### src/rtl/simon_seq_player.sv
// Simon sequence player: expands a latched seed into 2-bit colours and either plays
// them on one-hot LEDs with on/off timing or hands them out one per recall_req.
module simon_seq_player #(
    parameter int SEED_W     = 32,
    parameter int ON_CYCLES  = 4,
    parameter int OFF_CYCLES = 2
) (
    input  logic              clk,
    input  logic              reset,
    input  logic [SEED_W-1:0] seed,
    input  logic              seed_load,
    input  logic [4:0]        level,
    input  logic              play_start,
    input  logic              recall_start,
    input  logic              recall_req,
    output logic [1:0]        color,
    output logic              color_valid,
    output logic [3:0]        led,
    output logic              busy,
    output logic              done
);

    localparam int MAX_LEN = SEED_W / 2;
    localparam int IDX_W   = $clog2(MAX_LEN);
    localparam int TMAX    = (ON_CYCLES > OFF_CYCLES) ? ON_CYCLES : OFF_CYCLES;
    localparam int TW      = $clog2(TMAX + 1);
    localparam logic [5:0] MAX_LEN6 = 6'(MAX_LEN);

    typedef enum logic [1:0] {IDLE, ON, OFF, RECALL} state_t;

    state_t             state;
    logic [SEED_W-1:0]  seq_reg;
    logic [IDX_W-1:0]   idx;
    logic [IDX_W-1:0]   len_m1;
    logic [TW-1:0]      timer;

    logic [IDX_W-1:0]   len_sel;
    logic [IDX_W-1:0]   idx_inc;
    logic [1:0]         start_col;
    logic [1:0]         next_col;
    logic [1:0]         cur_col;

    function automatic logic [1:0] step_of(input logic [SEED_W-1:0] s,
                                           input logic [IDX_W-1:0]  i);
        logic [SEED_W-1:0] t;
        t = s >> {i, 1'b0};
        return t[1:0];
    endfunction

    // Length is stored as len-1 so it fits the index width even at MAX_LEN.
    always_comb begin
        len_sel = '0;
        if (level == 5'd0)
            len_sel = '0;
        else if ({1'b0, level} > MAX_LEN6)
            len_sel = IDX_W'(MAX_LEN - 1);
        else
            len_sel = IDX_W'(level - 5'd1);
    end

    assign idx_inc   = idx + 1'b1;
    assign start_col = step_of(seed_load ? seed : seq_reg, '0);
    assign next_col  = step_of(seq_reg, idx_inc);
    assign cur_col   = step_of(seq_reg, idx);

    always_ff @(posedge clk) begin
        if (reset) begin
            state       <= IDLE;
            seq_reg     <= '0;
            idx         <= '0;
            len_m1      <= '0;
            timer       <= '0;
            color       <= '0;
            color_valid <= 1'b0;
            led         <= '0;
            busy        <= 1'b0;
            done        <= 1'b0;
        end else begin
            color_valid <= 1'b0;
            done        <= 1'b0;
            case (state)
                IDLE: begin
                    if (seed_load)
                        seq_reg <= seed;
                    if (play_start) begin
                        state  <= ON;
                        busy   <= 1'b1;
                        idx    <= '0;
                        len_m1 <= len_sel;
                        timer  <= TW'(ON_CYCLES - 1);
                        color  <= start_col;
                        led    <= 4'b0001 << start_col;
                    end else if (recall_start) begin
                        state  <= RECALL;
                        busy   <= 1'b1;
                        idx    <= '0;
                        len_m1 <= len_sel;
                    end
                end
                ON: begin
                    if (timer == '0) begin
                        state <= OFF;
                        led   <= '0;
                        timer <= TW'(OFF_CYCLES - 1);
                    end else begin
                        timer <= timer - 1'b1;
                    end
                end
                OFF: begin
                    if (timer != '0) begin
                        timer <= timer - 1'b1;
                    end else if (idx < len_m1) begin
                        state <= ON;
                        idx   <= idx_inc;
                        timer <= TW'(ON_CYCLES - 1);
                        color <= next_col;
                        led   <= 4'b0001 << next_col;
                    end else begin
                        state <= IDLE;
                        busy  <= 1'b0;
                        done  <= 1'b1;
                    end
                end
                RECALL: begin
                    // The done cycle is spent in RECALL so requests there are swallowed.
                    if (done) begin
                        state <= IDLE;
                        busy  <= 1'b0;
                    end else if (recall_req) begin
                        color_valid <= 1'b1;
                        color       <= cur_col;
                        if (idx == len_m1)
                            done <= 1'b1;
                        else
                            idx <= idx_inc;
                    end
                end
                default: state <= IDLE;
            endcase
        end
    end

endmodule

### config.mk
export PLATFORM = sky130hd
export DESIGN_NAME = simon_seq_player
export DESIGN_NICKNAME = d
export VERILOG_FILES = /design/src/rtl/simon_seq_player.sv
export SDC_FILE = /design/constraint.sdc
export NUM_CORES = 1
export LEC_CHECK = 0
export CAP_MARGIN = 10
export CELL_PAD_IN_SITES_DETAIL_PLACEMENT = 1
export CELL_PAD_IN_SITES_GLOBAL_PLACEMENT = 1
export CORE_UTILIZATION = 40
export CTS_CLUSTER_DIAMETER = 40
export CTS_CLUSTER_SIZE = 14
export DETAILED_ROUTE_END_ITERATION = 8
export GPL_TIMING_DRIVEN = 0
export PLACE_DENSITY = 0.82
export SLEW_MARGIN = 20
export SYNTH_ARGS = -nofsm -noshare
export SYNTH_HDL_FRONTEND = slang
export SYNTH_SLANG_ARGS = --single-unit
### constraint.sdc
create_clock -name clk -period 3 [get_ports clk]
set_input_delay 0.9 -clock clk [delete_from_list [all_inputs] [get_ports clk]]
set_output_delay 0.9 -clock clk [all_outputs]
set_load 0.1 [all_outputs]
==> summary.md <==
| Metric | Value |
|---|---|
| IO Pins | 52 |
| CTS clk-pin slew, worst paths | 0.11 ns |
| Path type of the worst min-delay path | flop to flop |
| Worst Path Required | 3.20 ns |
| Clock Sinks | 54 |
| Total grt overflow | 0 |
| Vias per inst | 5.45 |
| Fin. Hold Viols | 0 |
| Starting Density | 41.5% |
| Final worst path period need | 2.75 ns |
| Max reg flops | 32 |
| Ranking of synthesized cells by area | dfxtp_1 36%, nand2_1 9.4%, mux4_2 7.5%, a21oi_1 7.3%, mux4_1 6.1% |
| Post-synthesis sequential area ratio | 35.9% |
| Largest family of logic cells by synthesized area | simple AND/OR/NAND/NOR gates |
| Initial antenna violation count | 0 |
| Number of global-route vias before repair | 2,829 |
| Post-CTS setup buffer count | 0 |
| Synthesis Warnings | 0 |
| Post-synthesis mux area share | 16.9% |
| Syn Inst Count | 343 |
| Core area | 7250 µm² |
| Lkg Pwr | 1.37 nW |
| Max clock buf depth | 2 |
| Worst-Margin Slew | 0.970 ns |
| Synth top area share | 35.9% |
| Synth Area in Adders | 4.91% |
| Via count | 2,724 |
| Synth Net Count | 397 |
| Hpwl dp | 6.46 mm |
| Max-cap violations | 0 |
| Crit. End Element | flop |
| Syn_area_per_cell | 8.77 µm² |
| Share of cells above drive strength 1 | 8.23% |
| Top_reg_cell synth | dfxtp_1 |
| Clock Skews | 0.0123 ns |
| Post-route setup slack | 0.246 ns |
| Clk_lat worst skew | 0.32 ns |
| PortBufs | 50 |
| CTS buffer count | 5 |
| DRT Pass-1 Iters | 4 |
| Crit-path max FO | 10 |
| FF+latch area | 1080 µm² |
| Synth top cells by count | 75 x nand2_1, 54 x dfxtp_1, 44 x a21oi_1, 28 x nor2_1, 15 x inv_1 |
| Largest net degree at the start of global routing | 19 |
| Hold wc startpoint | led[3] |
| Post-synthesis simple-gate area fraction | 18.3% |
| Area of placed instances | 3630 µm² |
| Fin nets | 454 |
| Deepest level of the CTS H-tree | 2 |
| Antenna Cells | 0 |
| Netlist cell types | 52 |
| Wire per inst | 17.3 µm |
| Post-synth ARST share | 0% |
| Antenna viol nets, final | 0 |
| Crit start category | flop |
| Most numerous cell in the Yosys netlist | nand2_1 |
| Crit path launch | idx[0] |
| Final setup vio count | 0 |
| Fillers | 878 |
| Setup TNS | 0 ns |
| Residual DRC | 0 |
| GRT Total Usage | 23.9% |
| TritonCTS clock tree | built |
| Compound-Gate Fraction of Synth Area | 17.6% |
| Setup WS pre-CTS | 0.197 ns |
| Routed WL | 8.63 mm |
| # rows | 31 |
| Final GP Congestion | 0.819 |
| Post-Syn Area | 3010 µm² |
| Cell accounting for the most synthesized area | dfxtp_1 |
| First-pass GRT wire length | 14.0 mm |
| Clock Tree Root | clkbuf_8 |
| Outcome | complete, no violations |
| Unrepaired setup endpoints after global routing | no |
| Area growth, synth to finish | 24.8% |
| Number of DRC markers in iteration 0 | 83 |
| Tcrit/Tclk final | 91.8% |
| Die X | 88.7 µm |
| Setup CP Type | flop to flop |
| Multi-input combinational cell area | 1780 µm² |
| Post-Synth XOR/XNOR Area | 1.12% |
| FF-to-FF Start | idx[0] |
| Slew headroom | 35.1% |
| EDFF count, synth | 0 |
| PwrDens | 817 nW/µm² |
| DIE AREA | 7870 µm² |
| Max Freq | 363 MHz |
| Peak supply drop | 0.262 mV |
| Synthesized flop and latch total | 54 |
| Crit path arrival time | 2.95 ns |
| DIE HEIGHT | 88.7 µm |
| Max-slew violation count | 0 |
| Post-route design area | 3750 µm² |
==> cells by family after synthesis <==
kind of cell,Yosys count
AND/OR/NAND/NOR,128
XOR/XNOR,3
multiplexers,27
adder cells (fa/ha/maj),12
flip-flops,54
buffers and inverters,36
AO/OA/AOI/OAI,83
==> worst paths after layout <==
check,to,slack [ns],depth (start not counted)
max,idx[0],0.25,10
max reg2reg,idx[0],0.25,10
min reg2reg,led[3],0.47,1
min,led[3],0.47,1
==> critical path, cell delays in order (launching register included) <==
cell and delay, ns:
dfxtp_1 0.33, buf_4 0.18, buf_2 0.22, inv_1 0.12
ha_1 0.15, nor2b_1 0.04, o211ai_1 0.26, a31oi_1 0.21
nor4_2 0.75, mux2i_1 0.29, nor2_1 0.07
==> metrics by stage <==
step                cells  total power [mW]  hold slack (ns)  utilization, %
floorplan             343              2.11            0.441               -
global placement      492              2.46            0.453            50.1
detailed placement    492              2.54            0.453            50.1
CTS                   500              3.07            0.477            51.7
global route          500              3.25            0.492            51.8
finish                500              3.07            0.472            51.8
==> cell usage in the layout, fill, tap and decap left out, types with 4 or more instances in the layout <==
master,n
a311oi_1,4
mux4_1,7
nand2_1,75
ha_1,11
inv_1,15
a21oi_1,44
nand2b_1,6
dfxtp_1,54
mux4_2,10
clkbuf_1,14
clkbuf_8,5
nor2_1,28
o21ai_0,4
mux2i_1,10
a211oi_1,5
clkdlybuf4s50_1,50
==> area by class of cell <==
type,instances,share of cell area [%]
Buffer,21,2.60
Clock buffer,5,1.83
Clock inverter,3,1.27
Inverter,15,1.50
Multi-Input combinational cell,253,47.4
Sequential cell,54,28.8
Tap cell,99,3.30
Timing Repair Buffer,50,13.3
==> layer usage <==
metal  GRT usage (%)  wire (µm)
met5               0          0
met4            6.60        155
met3            3.92        208
met2            44.4       4580
met1            28.2       3690
==> report_power, final <==
| part | leakage, nW | switching (mW) | total, mW | internal (mW) |
|---|---|---|---|---|
| sequential | 0.443 | 0.131 | 1.01 | 0.877 |
| combinational | 0.873 | 0.986 | 1.54 | 0.554 |
| clock | 0.0587 | 0.263 | 0.517 | 0.254 |
==> repair_timing <==
item,in CTS,in global routing
gates resized for setup,0,1
hold buffers,0,0
setup endpoints to repair,0,2
Note: power is estimated with default switching activity, not from simulation.
